## config.mk

```make
export PLATFORM = sky130hd
export DESIGN_NAME = prio_interrupt_controller_flat
export DESIGN_NICKNAME = d
export VERILOG_FILES = /design/src/rtl/intc_pkg.sv /design/src/rtl/prio_interrupt_controller_if.sv /design/src/rtl/intc_prio_arbiter.sv /design/src/rtl/prio_interrupt_controller.sv /design/src/flat_wrapper.sv
export SDC_FILE = /design/constraint.sdc
export NUM_CORES = 1
export LEC_CHECK = 0
export ABC_AREA = 1
export BUFFER_PORTS_ARGS = -buffer_cell sky130_fd_sc_hd__buf_2
export CORE_MARGIN = 1.5
export CORE_UTILIZATION = 45
export CTS_CLUSTER_DIAMETER = 100
export DETAILED_ROUTE_END_ITERATION = 7
export GPL_TIMING_DRIVEN = 0
export HOLD_SLACK_MARGIN = 0.06
export MAX_ROUTING_LAYER = met4
export PLACE_DENSITY = 0.74
export SYNTH_ARGS = -nofsm -noshare
export SYNTH_HDL_FRONTEND = slang
export SYNTH_SLANG_ARGS = --single-unit
```

## constraint.sdc

```tcl
create_clock -name clk -period 9.8 [get_ports clk]
set_input_delay 0.98 -clock clk [delete_from_list [all_inputs] [get_ports clk]]
set_output_delay 0.98 -clock clk [all_outputs]
set_load 0.01 [all_outputs]
```

## src/rtl/intc_pkg.sv

```systemverilog
// Shared types and helpers for the priority interrupt controller.
// Holds the request FSM state encoding, the default vector layout and the
// arithmetic vector function used by the top level.
package intc_pkg;

    // IDLE: free to arbitrate; REQ: a request is presented and frozen until ack
    typedef enum logic [0:0] {
        IDLE = 1'b0,
        REQ  = 1'b1
    } intc_state_e;

    localparam logic [31:0] INTC_VEC_BASE_DEF   = 32'h10;
    localparam logic [31:0] INTC_VEC_STRIDE_DEF = 32'd2;

    // ISR address of source `id`; the caller truncates to its vector width,
    // so the address space wraps naturally
    function automatic logic [31:0] intc_vec_f(input logic [31:0] base,
                                               input logic [31:0] stride,
                                               input logic [31:0] id);
        return base + id * stride;
    endfunction

endpackage

```

## src/rtl/prio_interrupt_controller_if.sv

```systemverilog
// CPU-side handshake bundle of the interrupt controller.
// master = controller (drives request, id, vector), slave = CPU (drives ack, ret).
interface prio_interrupt_controller_if #(
    parameter int NUM_SRC = 8,
    parameter int VEC_W   = 8
);
    localparam int ID_W = $clog2(NUM_SRC);

    logic             irq_req;
    logic             irq_ack;
    logic             irq_ret;
    logic [VEC_W-1:0] irq_vector;
    logic [ID_W-1:0]  irq_id;

    modport master (
        output irq_req,
        output irq_vector,
        output irq_id,
        input  irq_ack,
        input  irq_ret
    );

    modport slave (
        input  irq_req,
        input  irq_vector,
        input  irq_id,
        output irq_ack,
        output irq_ret
    );

endinterface

```

## src/rtl/intc_prio_arbiter.sv

```systemverilog
// Combinational max-priority selector.
// Picks the requesting source with the largest priority; on a tie the lowest
// index wins because a later source must be strictly greater to replace it.
module intc_prio_arbiter
    import intc_pkg::*;
#(
    parameter int NUM_SRC = 8,
    parameter int PRIO_W  = 3,
    localparam int ID_W   = $clog2(NUM_SRC)
) (
    input  logic [NUM_SRC-1:0]        req,
    input  logic [NUM_SRC*PRIO_W-1:0] prio_cfg,
    output logic                      valid,
    output logic [ID_W-1:0]           id,
    output logic [PRIO_W-1:0]         prio
);

    // Linear scan keeping the best candidate seen so far
    always_comb begin
        // NOTE: every output gets a default before the loop, so no path leaves
        // a value unassigned and no latch is inferred.
        valid = 1'b0;
        id    = '0;
        prio  = '0;
        for (int i = 0; i < NUM_SRC; i++) begin
            if (req[i] && (!valid || (prio_cfg[i*PRIO_W +: PRIO_W] > prio))) begin
                valid = 1'b1;
                id    = ID_W'(i);
                prio  = prio_cfg[i*PRIO_W +: PRIO_W];
            end
        end
    end

endmodule

```

## src/rtl/prio_interrupt_controller.sv

```systemverilog
// Priority interrupt controller: edge/level pending capture, priority
// arbitration, arithmetic vector generation and a preemption stack.
// Optional feature macro: INTC_NESTING_EN (nested preemption up to
// NEST_DEPTH levels); without it only one ISR may be active at a time.
module prio_interrupt_controller
    import intc_pkg::*;
#(
    parameter int          NUM_SRC    = 8,
    parameter int          PRIO_W     = 3,
    parameter int          VEC_W      = 8,
    parameter logic [31:0] VEC_BASE   = INTC_VEC_BASE_DEF,
    parameter logic [31:0] VEC_STRIDE = INTC_VEC_STRIDE_DEF,
    parameter int          NEST_DEPTH = 4,
    localparam int         ID_W       = $clog2(NUM_SRC),
    localparam int         CNT_W      = $clog2(NEST_DEPTH + 1)
) (
    input  logic                        clk,
    input  logic                        rst,
    input  logic                        global_en,
    input  logic [NUM_SRC-1:0]          src,
    input  logic [NUM_SRC-1:0]          mask,
    input  logic [NUM_SRC-1:0]          edge_mode,
    input  logic [NUM_SRC*PRIO_W-1:0]   prio_cfg,
    prio_interrupt_controller_if.master cpu,
    output logic                        in_isr,
    output logic [CNT_W-1:0]            nest_level,
    output logic [NUM_SRC-1:0]          pending
);

`ifdef INTC_NESTING_EN
    localparam bit NESTING = 1'b1;
    localparam int DEPTH   = NEST_DEPTH;
`else
    localparam bit NESTING = 1'b0;
    localparam int DEPTH   = 1;
`endif
    localparam int SLOT_W = (DEPTH > 1) ? $clog2(DEPTH) : 1;
    localparam int SLOTS  = 1 << SLOT_W;

    intc_state_e       state_q, state_d;
    logic [NUM_SRC-1:0] src_q, src_d;
    logic [NUM_SRC-1:0] pending_q, pending_d;
    logic [ID_W-1:0]    id_q, id_d;
    logic [VEC_W-1:0]   vec_q, vec_d;
    logic [PRIO_W-1:0]  prio_q, prio_d;
    logic [CNT_W-1:0]   cnt_q, cnt_d;
    logic [PRIO_W-1:0]  stk_prio_q [SLOTS];
    logic [PRIO_W-1:0]  stk_prio_d [SLOTS];

    logic               arb_valid;
    logic [ID_W-1:0]    arb_id;
    logic [PRIO_W-1:0]  arb_prio;

    logic [NUM_SRC-1:0] edge_rise;
    logic [NUM_SRC-1:0] ack_clr;
    logic [SLOT_W-1:0]  top_slot;
    logic [PRIO_W-1:0]  top_prio;
    logic               stack_full;
    logic               preempt_ok;
    logic               eligible;
    logic               accept;
    logic               pop;

    intc_prio_arbiter #(
        .NUM_SRC (NUM_SRC),
        .PRIO_W  (PRIO_W)
    ) u_arb (
        .req      (pending_q & mask),
        .prio_cfg (prio_cfg),
        .valid    (arb_valid),
        .id       (arb_id),
        .prio     (arb_prio)
    );

    // Handshake qualifiers and the preemption threshold from top of stack
    always_comb begin
        accept     = (state_q == REQ) && cpu.irq_ack;
        pop        = cpu.irq_ret && (cnt_q != '0);
        top_slot   = SLOT_W'(cnt_q - CNT_W'(1));
        top_prio   = stk_prio_q[top_slot];
        stack_full = cnt_q >= CNT_W'(DEPTH);
        preempt_ok = (cnt_q == '0) || (NESTING && !stack_full && (arb_prio > top_prio));
        eligible   = global_en && arb_valid && preempt_ok;
    end

    // Pending capture: edge sources latch until acked, level sources follow src
    always_comb begin
        src_d     = src;
        edge_rise = src & ~src_q;
        ack_clr   = accept ? (NUM_SRC'(1) << id_q) : '0;
        // A new edge in the ack cycle is OR-ed in after the clear, so it wins
        pending_d = (edge_mode & ((pending_q & ~ack_clr) | edge_rise))
                  | (~edge_mode & src);
    end

    // Preemption stack: pop on ret, push on ack, both together replace the top
    always_comb begin
        cnt_d      = cnt_q;
        stk_prio_d = stk_prio_q;
        if (accept && pop) begin
            stk_prio_d[top_slot] = prio_q;
        end else if (accept) begin
            stk_prio_d[SLOT_W'(cnt_q)] = prio_q;
            cnt_d = cnt_q + CNT_W'(1);
        end else if (pop) begin
            cnt_d = cnt_q - CNT_W'(1);
        end
    end

    // Request FSM: capture the winner in IDLE, freeze it in REQ until ack
    always_comb begin
        state_d = state_q;
        id_d    = id_q;
        vec_d   = vec_q;
        prio_d  = prio_q;
        unique case (state_q)
            IDLE: begin
                if (eligible) begin
                    state_d = REQ;
                    id_d    = arb_id;
                    prio_d  = arb_prio;
                    vec_d   = VEC_W'(intc_vec_f(VEC_BASE, VEC_STRIDE, 32'(arb_id)));
                end
            end
            REQ: begin
                // global_en is deliberately ignored here: the CPU must ack
                if (cpu.irq_ack) begin
                    state_d = IDLE;
                end
            end
            default: state_d = IDLE;
        endcase
    end

    // State register with synchronous reset
    always_ff @(posedge clk) begin
        if (rst) begin
            // NOTE: the stack is a handful of flops, so it is cleared with the
            // rest of the state; a RAM-based stack would only reset cnt_q.
            state_q   <= IDLE;
            src_q     <= '0;
            pending_q <= '0;
            id_q      <= '0;
            vec_q     <= '0;
            prio_q    <= '0;
            cnt_q     <= '0;
            for (int i = 0; i < SLOTS; i++) begin
                stk_prio_q[i] <= '0;
            end
        end else begin
            // NOTE: non-blocking assignments keep every flop sampling the
            // pre-edge values regardless of statement order.
            state_q    <= state_d;
            src_q      <= src_d;
            pending_q  <= pending_d;
            id_q       <= id_d;
            vec_q      <= vec_d;
            prio_q     <= prio_d;
            cnt_q      <= cnt_d;
            stk_prio_q <= stk_prio_d;
        end
    end

    assign cpu.irq_req    = (state_q == REQ);
    assign cpu.irq_id     = id_q;
    assign cpu.irq_vector = vec_q;
    assign in_isr         = (cnt_q != '0);
    assign nest_level     = cnt_q;
    assign pending        = pending_q;

endmodule

```

## src/flat_wrapper.sv

```systemverilog
// flat-port wrapper written by rule: the top's interface ports become plain ports
module prio_interrupt_controller_flat import intc_pkg::*;
#(
    parameter int          NUM_SRC    = 8,
    parameter int          PRIO_W     = 3,
    parameter int          VEC_W      = 8,
    parameter logic [31:0] VEC_BASE   = INTC_VEC_BASE_DEF,
    parameter logic [31:0] VEC_STRIDE = INTC_VEC_STRIDE_DEF,
    parameter int          NEST_DEPTH = 4,
    localparam int         ID_W       = $clog2(NUM_SRC),
    localparam int         CNT_W      = $clog2(NEST_DEPTH + 1)
)
  (clk, rst, global_en, src, mask, edge_mode, prio_cfg, in_isr, nest_level, pending, cpu_irq_req, cpu_irq_vector, cpu_irq_id, cpu_irq_ack, cpu_irq_ret);
  prio_interrupt_controller_if #(.NUM_SRC(NUM_SRC), .VEC_W(VEC_W)) cpu_i ();
  input  logic clk;
  input  logic rst;
  input  logic global_en;
  input  logic [NUM_SRC-1:0] src;
  input  logic [NUM_SRC-1:0] mask;
  input  logic [NUM_SRC-1:0] edge_mode;
  input  logic [NUM_SRC*PRIO_W-1:0] prio_cfg;
  output logic in_isr;
  output logic [CNT_W-1:0] nest_level;
  output logic [NUM_SRC-1:0] pending;
  output wire logic [$bits(cpu_i.irq_req)-1:0] cpu_irq_req;
  output wire logic [$bits(cpu_i.irq_vector)-1:0] cpu_irq_vector;
  output wire logic [$bits(cpu_i.irq_id)-1:0] cpu_irq_id;
  input wire logic [$bits(cpu_i.irq_ack)-1:0] cpu_irq_ack;
  input wire logic [$bits(cpu_i.irq_ret)-1:0] cpu_irq_ret;
  assign cpu_irq_req = cpu_i.irq_req;
  assign cpu_irq_vector = cpu_i.irq_vector;
  assign cpu_irq_id = cpu_i.irq_id;
  assign cpu_i.irq_ack = cpu_irq_ack;
  assign cpu_i.irq_ret = cpu_irq_ret;
  prio_interrupt_controller #(.NUM_SRC(NUM_SRC), .PRIO_W(PRIO_W), .VEC_W(VEC_W), .VEC_BASE(VEC_BASE), .VEC_STRIDE(VEC_STRIDE), .NEST_DEPTH(NEST_DEPTH)) u_core (.clk(clk), .rst(rst), .global_en(global_en), .src(src), .mask(mask), .edge_mode(edge_mode), .prio_cfg(prio_cfg), .cpu(cpu_i), .in_isr(in_isr), .nest_level(nest_level), .pending(pending));
endmodule
```

After elaboration in Yosys (flattened, before gate mapping)
Cells that the tools add are included.
{ "totals": {"register_bits": 31, "input_bits": 53, "output_inout_bits": 24, "elab_cells": 88} }
{ "classes": {"add_sub_neg": 3, "order_cmp": 7, "shift": 1, "n_mux": 28, "bitwise_logic": 12, "n_reduce_logical": 31} }
{ "op_table": {"columns": ["cell", "n"], "rows": [
  ["two-way mux 3 bit", 15],
  ["AND 8 bit", 5],
  ["inverter 8 bit", 3],
  ["greater-than comparator 3 bit", 7],
  ["bitwise OR 8 bit", 2],
  ["logical AND 1 bit", 12],
  ["two-way mux 1 bit", 11],
  ["two-way mux 8 bit", 1],
  ["left shift 1 x 3 -> 8 bit (first input constant)", 1],
  ["zero test 1 bit", 7],
  ["logical OR 1 bit", 7],
  ["adder 5 x 4 -> 6 bit (first input constant)", 1],
  ["AND reduction 2 bit", 2],
  ["adder 3 x 1 -> 3 bit (second input constant)", 1],
  ["zero test 3 bit", 1],
  ["nonzero test 3 bit", 1],
  ["subtractor 3 x 1 -> 3 bit (second input constant)", 1],
  ["inverter 1 bit", 2],
  ["one-hot mux 1 bit (2 select lines)", 1],
  ["nonzero test 2 bit", 1]
]} }

Depth between registers and ports, before layout
Gate-level depths: netlist (run 1).
{ "depth": {"ltp_word": 34, "depth_mapped": 65, "ltp_nobuf": 65} }

Hierarchy
A second synthesis (run 1) with hierarchy kept.
{ "hier_totals": {"cells_unflattened": 333, "area_unflattened_um2": 2062.0} }
{ "modules_own_cells": {"columns": ["mod", "instances", "cells_each", "area_each_um2", "seq_area_each_um2"], "rows": [
  ["prio_interrupt_controller", 1, 160, 1098.6, 480.5],
  ["intc_prio_arbiter", 1, 173, 963.4, 0.0]
]} }

Worst setup path after synthesis (run 1)
OpenSTA, ideal clock, no wires.
{ "synth_path": {"path_kind": "input -> register", "from": "input mask[0]", "to": "register u_core.id_q[1] (netlist: u_core.cpu.irq_id[1])", "setup_time_ps": 120, "t_arrival_ps": 7782, "required_ps": 9680, "setup_slack_ps": 1898, "stages": 61, "n_path_buf": 0, "cell_sequence": "nand2_2 > nor2_1 > inv_1 > ha_1 > a21oi_1 > nand2_1 > nand2_1 > nand2_2 > nand2_4 > nand2_2 > and2_1 > ha_1 > a21oi_1 > o21ai_1 > nand2_1 > nand2_2 > nand2_4 > inv_4 > (+25 left out) > nand2_4 > inv_1 > nand2_1 > and2_1 > ha_1 > nand2_1 > o21ai_0 > nand2_1 > o21ai_2 > nand2_2 > or2_1 > nand2_1 > ha_1 > a21oi_1 > o21ai_0 > nand3_1 > nand3_2 > o31a_1"} }
{ "synth_between": {"elab_chain_len": 33, "word_cells_on_any_way": 53, "cone_classes": "7 x order compare; 21 x mux; 1 x bitwise; 24 x reduce/logical"} }
{ "synth_lines": {"columns": ["item", "line", "rtl"], "rows": [
  ["from (decl)", "flat_wrapper.sv:19", "input logic [NUM_SRC-1:0] mask;"],
  ["AND 8 bit (*)", "prio_interrupt_controller.sv:68", ".req (pending_q & mask),"],
  ["two-way mux 3 bit / two-way mux 1 bit (equally long branches)", "intc_prio_arbiter.sv:26", "if (req[i] && (!valid || (prio_cfg[i*PRIO_W +: PRIO_W] > prio))) begin"],
  ["greater-than comparator 3 bit / zero test 1 bit (equally long branches)", "intc_prio_arbiter.sv:26", null],
  ["logical OR 1 bit", "intc_prio_arbiter.sv:26", null],
  ["logical AND 1 bit", "intc_prio_arbiter.sv:26", null],
  ["two-way mux 3 bit / two-way mux 1 bit (equally long branches)", "intc_prio_arbiter.sv:26", null],
  ["greater-than comparator 3 bit / zero test 1 bit (equally long branches)", "intc_prio_arbiter.sv:26", null],
  ["logical OR 1 bit", "intc_prio_arbiter.sv:26", null],
  ["(+16 left out)", null, null],
  ["logical AND 1 bit", "intc_prio_arbiter.sv:26", null],
  ["two-way mux 3 bit / two-way mux 1 bit (equally long branches)", "intc_prio_arbiter.sv:26", null],
  ["greater-than comparator 3 bit / zero test 1 bit (equally long branches)", "intc_prio_arbiter.sv:26", null],
  ["logical OR 1 bit", "intc_prio_arbiter.sv:26", null],
  ["logical AND 1 bit", "intc_prio_arbiter.sv:26", null],
  ["two-way mux 1 bit", "intc_prio_arbiter.sv:26", null],
  ["logical AND 1 bit (2 in a row)", "prio_interrupt_controller.sv:83", "eligible = global_en && arb_valid && preempt_ok;"],
  ["AND reduction 2 bit (no source line)", null, null],
  ["to (signal assigned)", "prio_interrupt_controller.sv:156", "id_q <= id_d;"],
  ["to (decl)", "prio_interrupt_controller.sv:43", "logic [ID_W-1:0] id_q, id_d;"]
]} }
Every way passes the cells marked *; elsewhere a longest branch is shown, timed or not.
A chain may end at the register's enable or synchronous reset.

Worst setup path in the final report (run 1)
{ "layout_path": {"from": "input mask[0]", "to": "register u_core.vec_q[3] (netlist: u_core.cpu.irq_vector[3])"} }
{ "layout_between": {"elab_chain_len": 33, "word_cells_on_any_way": 55, "cone_classes": "1 x add/sub; 7 x order compare; 22 x mux; 1 x bitwise; 24 x reduce/logical"} }
{ "layout_lines": {"columns": ["item", "line", "rtl"], "rows": [
  ["AND 8 bit (*)", "prio_interrupt_controller.sv:68", null],
  ["branches (longest 32 deep; another with greater-than comparator 3 bit)", null, null],
  ["to (signal assigned)", "prio_interrupt_controller.sv:157", "vec_q <= vec_d;"],
  ["to (decl)", "prio_interrupt_controller.sv:44", "logic [VEC_W-1:0] vec_q, vec_d;"]
]} }
Mark *: on every way between the ends.

==> impl_results.md, run 1 <==
- Final Hold Fails: 0
- Power density over cell area: 157 nW/µm²
- Result of the run: finished, final reports clean
- CP max stage delay: 0.31 ns
- Required @ worst endpoint: 9.95 ns
- Cell at the root of the clock tree: sky130_fd_sc_hd__clkbuf_8
- Area growth from synthesis to layout: 24.5%
- Fmax: 118 MHz
- Cell area after technology mapping: 2070 µm²
- Longest Clk Path Bufs: 2
- Vertical die dimension: 70.9 µm
- CP endpoint kind: flip-flop
- Width of the die: 70.9 µm
- Post-detailed-route via-to-cell ratio: 4.75
- Worst min-delay path startpoint: u_core.cpu.irq_vector[4]
- Number of synthesis warnings: 0
- Int Power: 0.251 mW
- Combinational group share of total power: 0.465
- Post-synthesis register bit count: 24
- Kind of critical path: in -> reg
- Clock share of power: 0.213
- Worst Hold Path EP: u_core.cpu.irq_vector[4]
- Number of endpoints failing setup at the final stage: 0
- Minimum clock period: 8.47 ns
- FF-to-FF path depth: 62
- Total Wirelength: 4580 µm
- Switching power: 0.155 mW
- Count of antenna-violating nets left after detailed routing: 0
- Category of the worst setup path launch point: input port
- Insertion delay of the later-clocked pin in the worst-skew pair: 0.27 ns
- Overall routing resource usage: 0.191
- Starting Density: 0.473
- CTS tree: done
- Number of buffers created by CTS: 3
- Synth cell types: 33
- Critical Path AT: 8.61 ns
- Static Leak: 1.46 nW
- Number of antenna violations at the first check in global routing: 0
- Total number of clock tree sinks: 24
- Area of the multi-input gates: 1360 µm²
- Global route total overflow: 0
- Input/output buffers: 72
- Number of standard cells after synthesis: 297
- Post-CTS Hold Buffers: 0
- Max-cap violations: 0
- Die Area: 5020 µm²
- Total power after layout: 0.406 mW
- H-tree levels: 1
- DRC violation total after the first TritonRoute iteration: 71
- Post-cts repair resize count: 0
- Worst R2R Start: u_core.pending[0]
- Net switching share of the total power: 0.381
- Final estimated routing congestion in global placement: 0.842
- Count of final max-slew check failures: 0
- Fin Setup TNS: 0 ns
- Post-route clock skew: 0.00689 ns
- Highest net fanout along the worst path: 8
- Share of the clock period used by the worst path: 0.864
- Pin count of the biggest net entering global routing: 15
- Number of global-route vias before repair: 1899
- Post-CTS Setup Repair Bufs: 0
- Number of instances on the worst hold path: 2
- IO Count: 77
- Crit-path slowest cell: sky130_fd_sc_hd__ha_1
- Final standard cell count with taps included and fillers excluded: 428
- DP HPWL: 3930 µm
- Share of layout cells above drive strength 1: 0.327
- Area inside the core boundary: 4380 µm²
- Placed cell count: 424
- # nets final: 452
- Path category of the worst min-delay check: reg -> reg
- Launching element of the worst setup path: mask[0]
- Number of fill cells: 424
- Share of synthesized area occupied by flip-flops and latches: 0.232
- Worst-case hold slack: 0.468 ns
- Clock transition time at the flip-flop clock pins of the worst setup and hold paths: 0.09 ns
- Detailed-routing iteration count for the pre-antenna-repair pass: 4
- Crit-path most repeated cell: sky130_fd_sc_hd__nand2_1
- DRC Markers: 0
- First-pass GRT wire length: 7730 µm
- Worst VDD drop: 0.000103 V
- Site Rows: 24
- End of the worst register-to-register path: u_core.cpu.irq_vector[3]
- Via Count: 2032
- Avg Inst Size Synth: 6.98 µm²
- Setup slack of the worst register-to-register path: 1.73 ns
- Area of all sequential standard cells: 480 µm²
- Routed wirelength normalized by instance count: 10.7 µm
- Inserted Diodes: 0
- Setup repair after global routing missed its margin: false
- Sequential fraction of design power: 0.323
worst max-delay path by stage:
stage	end	slack, ns	cells past startpoint
after floorplan	u_core.cpu.irq_id[1]	1.90	61
after global placement	u_core.cpu.irq_vector[3]	1.14	63
after detailed placement	u_core.cpu.irq_vector[3]	1.01	63
after CTS	u_core.cpu.irq_vector[3]	1.29	63
after global routing	u_core.cpu.irq_vector[3]	0.51	63
final	u_core.cpu.irq_vector[3]	1.33	63
cell usage after synthesis, drive strengths merged:
| library cell | instances | area, µm² |
|---|---|---|
| fa | 1 | 20.0 |
| nor3b | 1 | 18.8 |
| and2 | 9 | 56.3 |
| nand2 | 83 | 367 |
| clkinv | 1 | 3.75 |
| dfxtp | 24 | 480 |
| nand4 | 1 | 12.5 |
| nand3 | 29 | 210 |
| buf | 7 | 52.6 |
| ha | 21 | 263 |
| xor2 | 1 | 8.76 |
| o21ai | 20 | 111 |
| o211ai | 8 | 60.1 |
| o31a | 1 | 8.76 |
| nor2 | 15 | 58.8 |
| nor3 | 3 | 20.0 |
| a211oi | 1 | 12.5 |
| inv | 47 | 179 |
| clkbuf | 2 | 7.51 |
| o21a | 1 | 7.51 |
| conb | 1 | 3.75 |
| mux2i | 1 | 10.0 |
| or2 | 4 | 25.0 |
| a21oi | 15 | 75.1 |
worst max-delay path: cells and delay by family:
kind / cells / cell delay [ns]
buffers and inverters: 6 / 0.44
and+or+nand+nor: 37 / 3.76
adders and majority gates: 7 / 2.05
AOI/OAI and AO/OA: 13 / 1.39
layout by cell type (no fill, tap or decap), drive strengths merged, types with 3 or more instances in the layout:
master,instances
nand2,83
clkbuf,5
buf,79
o211ai,8
nand3,29
inv,47
ha,21
nor2,15
nor3,3
conb,4
a21oi,15
and2,9
or2,4
dfxtp,24
o21ai,20
routing by layer:
metal | vias to the layer above | part of all wire | global-route usage | wire length, µm
met3 | 7 | 0.046 | 0.0199 | 212
met2 | 55 | 0.47 | 0.329 | 2140
met1 | 858 | 0.47 | 0.233 | 2160
li1 | 1112 | - | - | -
met4 | 0 | 0.015 | 0.0629 | 71
met5 | - | 0 | - | 0
cells by family (layout without fill, tap and decap cells):
family	Yosys count	after routing	synth area share
xor gates and xnor gates	1	1	0.00423
AOI/OAI and AO/OA	46	46	0.133
DFF	24	24	0.232
muxes	1	1	0.00483
adders and majority gates	22	22	0.136
buffers and inverters	57	133	0.117
other	1	4	0.00181
and+or+nand+nor	145	145	0.371
per-stage QoR:
stage,utilization,instance area (µm²),worst slack (ns)
after floorplan,-,2080,1.90
after global placement,0.572,2510,1.14
after detailed placement,0.572,2510,1.01
after CTS,0.588,2580,1.29
after global routing,0.588,2580,0.511
final,0.588,2580,1.33
state kept, by name, indices dropped and copies added, names as in the netlist:
name / flops
u_core.src_q: 8
u_core.pending: 8
u_core.nest_level: 3
u_core.cpu.irq_req: 1
u_core.cpu.irq_id: 2
u_core.cpu.irq_vector: 2
power groups by stage:
stage               logic [mW]  registers [mW]  clock network, mW
detailed placement       0.190           0.133                  0
finish                   0.189           0.131             0.0864
global placement         0.186           0.133                  0
CTS                      0.191           0.131             0.0874
global route             0.213           0.133             0.0911
floorplan                0.126           0.137                  0
cell type report:
class / count / area share
clock buffers: 3 / 0.0160
inverters: 48 / 0.0708
repair buffers: 72 / 0.140
plain buffers: 9 / 0.0233
multi-input cells: 219 / 0.527
well taps: 52 / 0.0252
flip-flops and latches: 24 / 0.186
clock inverters: 1 / 0.0116
Power figures use the tool's default switching activity.
==> run 2: changes to the inputs <==
ABC_AREA = 0   (was 1)
==> impl_results.md, run 2 <==
- Worst setup slack before clock tree synthesis: -1.33 ns (-2.35 ns)
- Post-synthesis register bit count: 24 (unchanged)
- Area growth from synthesis to layout: 47.6%
- Number of antenna violations at the first check in global routing: 0 (unchanged)
- Number of synthesis warnings: 0 (unchanged)
- DRC violation total after the first TritonRoute iteration: 116 (+63%)
- Site Rows: 24 (unchanged)
- Global route total overflow: 0 (unchanged)
- Area leader, netlist: sky130_fd_sc_hd__dfxtp_1
- Final Hold Fails: 0 (unchanged)
- Result of the run: finished, violations left
- Area of the multi-input gates: 1660 µm² (+22%)
- Commonest cells after routing, fill and taps aside: sky130_fd_sc_hd__buf_2 (71), sky130_fd_sc_hd__nand2_1 (41), sky130_fd_sc_hd__buf_4 (31)
- Cell at the root of the clock tree: sky130_fd_sc_hd__clkbuf_8
- Synth cell types: 52 (+58%)
- Final critical-path setup slack: -0.0800 ns (-1.41 ns)
- Clock transition time at the flip-flop clock pins of the worst setup and hold paths: 0.08 ns (about the same)
- Actual slew at the worst max-slew pin: 0.643 ns
- Share of synthesized area occupied by flip-flops and latches: 0.236 (+0.00457)
- Highest net fanout along the worst path: 6 (-2)
- First-pass GRT wire length: 9110 µm (+18%)
- Post-CTS Hold Buffers: 0 (unchanged)
- Insertion delay of the later-clocked pin in the worst-skew pair: 0.26 ns (about the same)
- Area inside the core boundary: 4350 µm² (-0.68%)
- Longest Clk Path Bufs: 2 (unchanged)
- Number of buffers created by CTS: 3 (unchanged)
- Input/output buffers: 72 (unchanged)
- Number of global-route vias before repair: 2157 (+14%)
- Critical Path AT: 10.01 ns (+1.40 ns)
- Routed wirelength normalized by instance count: 14.4 µm (+35%)
- Area of all sequential standard cells: 480 µm² (unchanged)
- Category of the worst setup path launch point: input port
- Setup repair after global routing missed its margin: true
- DRC Markers: 0 (unchanged)
- DP HPWL: 4000 µm (+1.9%)
- Pin count of the biggest net entering global routing: 13 (-2)
- Number of fill cells: 352 (-17%)
- Overall routing resource usage: 0.226 (+0.0352)
- # nets final: 441 (-2.4%)
- Area share of the largest cell type after synthesis: 0.236 (+0.00457)
- Most common cell after layout, fill and taps aside: sky130_fd_sc_hd__buf_2
- Number of endpoints failing setup at the final stage: 3 (+3)
- Post-detailed-route via-to-cell ratio: 5.50 (+16%)
- Dominant cell by count in the synthesized netlist: sky130_fd_sc_hd__nand2_1
- Post-route clock skew: 0.00281 ns (-0.00408 ns)
- Number of flops mapped to enable cells by yosys: 0 (unchanged)
- Power density over cell area: 151 nW/µm² (-4.2%)
- CP max stage delay: 0.43 ns (+0.12 ns)
- Post-route core utilization: 0.689 (+0.100)
- Total power after layout: 0.452 mW (+11%)
- Kind of critical path: in -> reg
- Count of final max-slew check failures: 0 (unchanged)
- Width of the die: 70.2 µm (-0.93%)
- Primary flip-flop cell chosen by synthesis mapping: sky130_fd_sc_hd__dfxtp_1
- H-tree levels: 1 (unchanged)
- Detailed-routing iteration count for the pre-antenna-repair pass: 4 (unchanged)
- Leading cell types by count after synthesis: sky130_fd_sc_hd__nand2_1 (45), sky130_fd_sc_hd__dfxtp_1 (24), sky130_fd_sc_hd__ha_1 (21), sky130_fd_sc_hd__inv_1 (21), sky130_fd_sc_hd__nor2_1 (13)
- Final estimated routing congestion in global placement: 0.810 (-3.8%)
- Inserted Diodes: 0 (unchanged)
- Required @ worst endpoint: 9.93 ns (-0.02 ns)
- Starting Density: 0.467 (-0.00594)
- Violations in the final reports: negative setup slack
- Crit-path slowest cell: sky130_fd_sc_hd__or4bb_1
- IO Count: 77 (unchanged)
- Count of antenna-violating nets left after detailed routing: 0 (unchanged)
- Static Leak: 1.45 nW (-0.33%)
- Worst slew slack as a fraction of its limit: 0.571
- Share of the clock period used by the worst path: 1.01 (+0.144)
- Number of standard cells after synthesis: 260 (-12%)
- Avg Inst Size Synth: 7.82 µm² (+12%)
- CTS tree: done
- Worst VDD drop: 0.000166 V (+61%)
- Vertical die dimension: 70.2 µm (-0.93%)
- CP endpoint kind: flip-flop
- Max-cap violations: 0 (unchanged)
- Die Area: 4930 µm² (-1.9%)
- Path category of the worst min-delay check: reg -> reg
- Share of layout cells above drive strength 1: 0.418 (+0.0905)
- Async set-reset flop share out of synthesis: 0 (unchanged)
- Total number of clock tree sinks: 24 (unchanged)
- Fmax: 101 MHz (-14%)
- Cell area after technology mapping: 2030 µm² (-1.9%)
- Largest cells by area after synthesis: sky130_fd_sc_hd__dfxtp_1 (24%), sky130_fd_sc_hd__ha_1 (13%), sky130_fd_sc_hd__nand2_1 (8.3%)
- Total Wirelength: 5990 µm (+31%)
- Via Count: 2288 (+13%)
- Minimum clock period: 9.88 ns (+1.41 ns)
## run 2: logic make-up after synthesis
logic type      after synthesis  synth area share
fa+ha+maj                    22             0.139
buf+inv                      33            0.0764
xor+xnor                      3            0.0129
simple gates                108             0.271
flops                        24             0.236
mux                           7            0.0357
other cells                   1           0.00185
compound gates               62             0.227
## run 2: report_power, final
| part | switching (mW) | internal [mW] |
|---|---|---|
| Clock | 0.0293 | 0.0274 |
| Sequential | 0.0206 | 0.114 |
| Combinational | 0.130 | 0.130 |
| Total | 0.180 | 0.272 |
## run 2: worst paths after layout
path,start,endpoint,slack [ns],cells after the start
max,prio_cfg[2],u_core.cpu.irq_vector[3],-0.08,49
min,u_core.src_q[7],u_core.pending[7],0.47,3
max reg2reg,u_core.pending[0],u_core.cpu.irq_vector[3],0.24,48
min reg2reg,u_core.src_q[7],u_core.pending[7],0.47,3
## run 2: layout make-up
class | instances | share of cell area
Multi-Input combinational cell | 206 | 0.555
Timing Repair Buffer | 98 | 0.192
Sequential cell | 24 | 0.160
Buffer | 12 | 0.0300
Inverter | 21 | 0.0271
Tap cell | 52 | 0.0217
Clock buffer | 3 | 0.0138
## run 2: metal layers
metal / wire (µm) / track usage / vias up
li1: - / - / 1134
met5: 0 / - / -
met3: 319 / 0.0231 / 18
met2: 2890 / 0.389 / 92
met4: 147 / 0.0684 / 0
met1: 2640 / 0.280 / 1044
## run 2: per-stage QoR
stage                     std cells  TNS, ns  hold slack [ns]  cell area, µm²
after floorplan                 263        0            0.438            2050
after global placement          387    -3.28            0.444            2480
after detailed placement        387    -3.93            0.456            2480
after CTS                       398        0            0.470            2700
after global routing            416    -1.14            0.505            3000
final                           416   -0.180            0.467            3000
## run 2: timing repair
item	in CTS	in global routing
buffers inserted	8	18
resized for setup	24	36
pin swaps	11	36
setup endpoints to repair	3	3
## run 2: critical path, delay by kind of cell
family	cells	cell delay (ns)
compound gates	23	4.14
simple gates	13	2.34
fa+ha+maj	7	1.91
buf+inv	5	0.43
mux	1	0.19
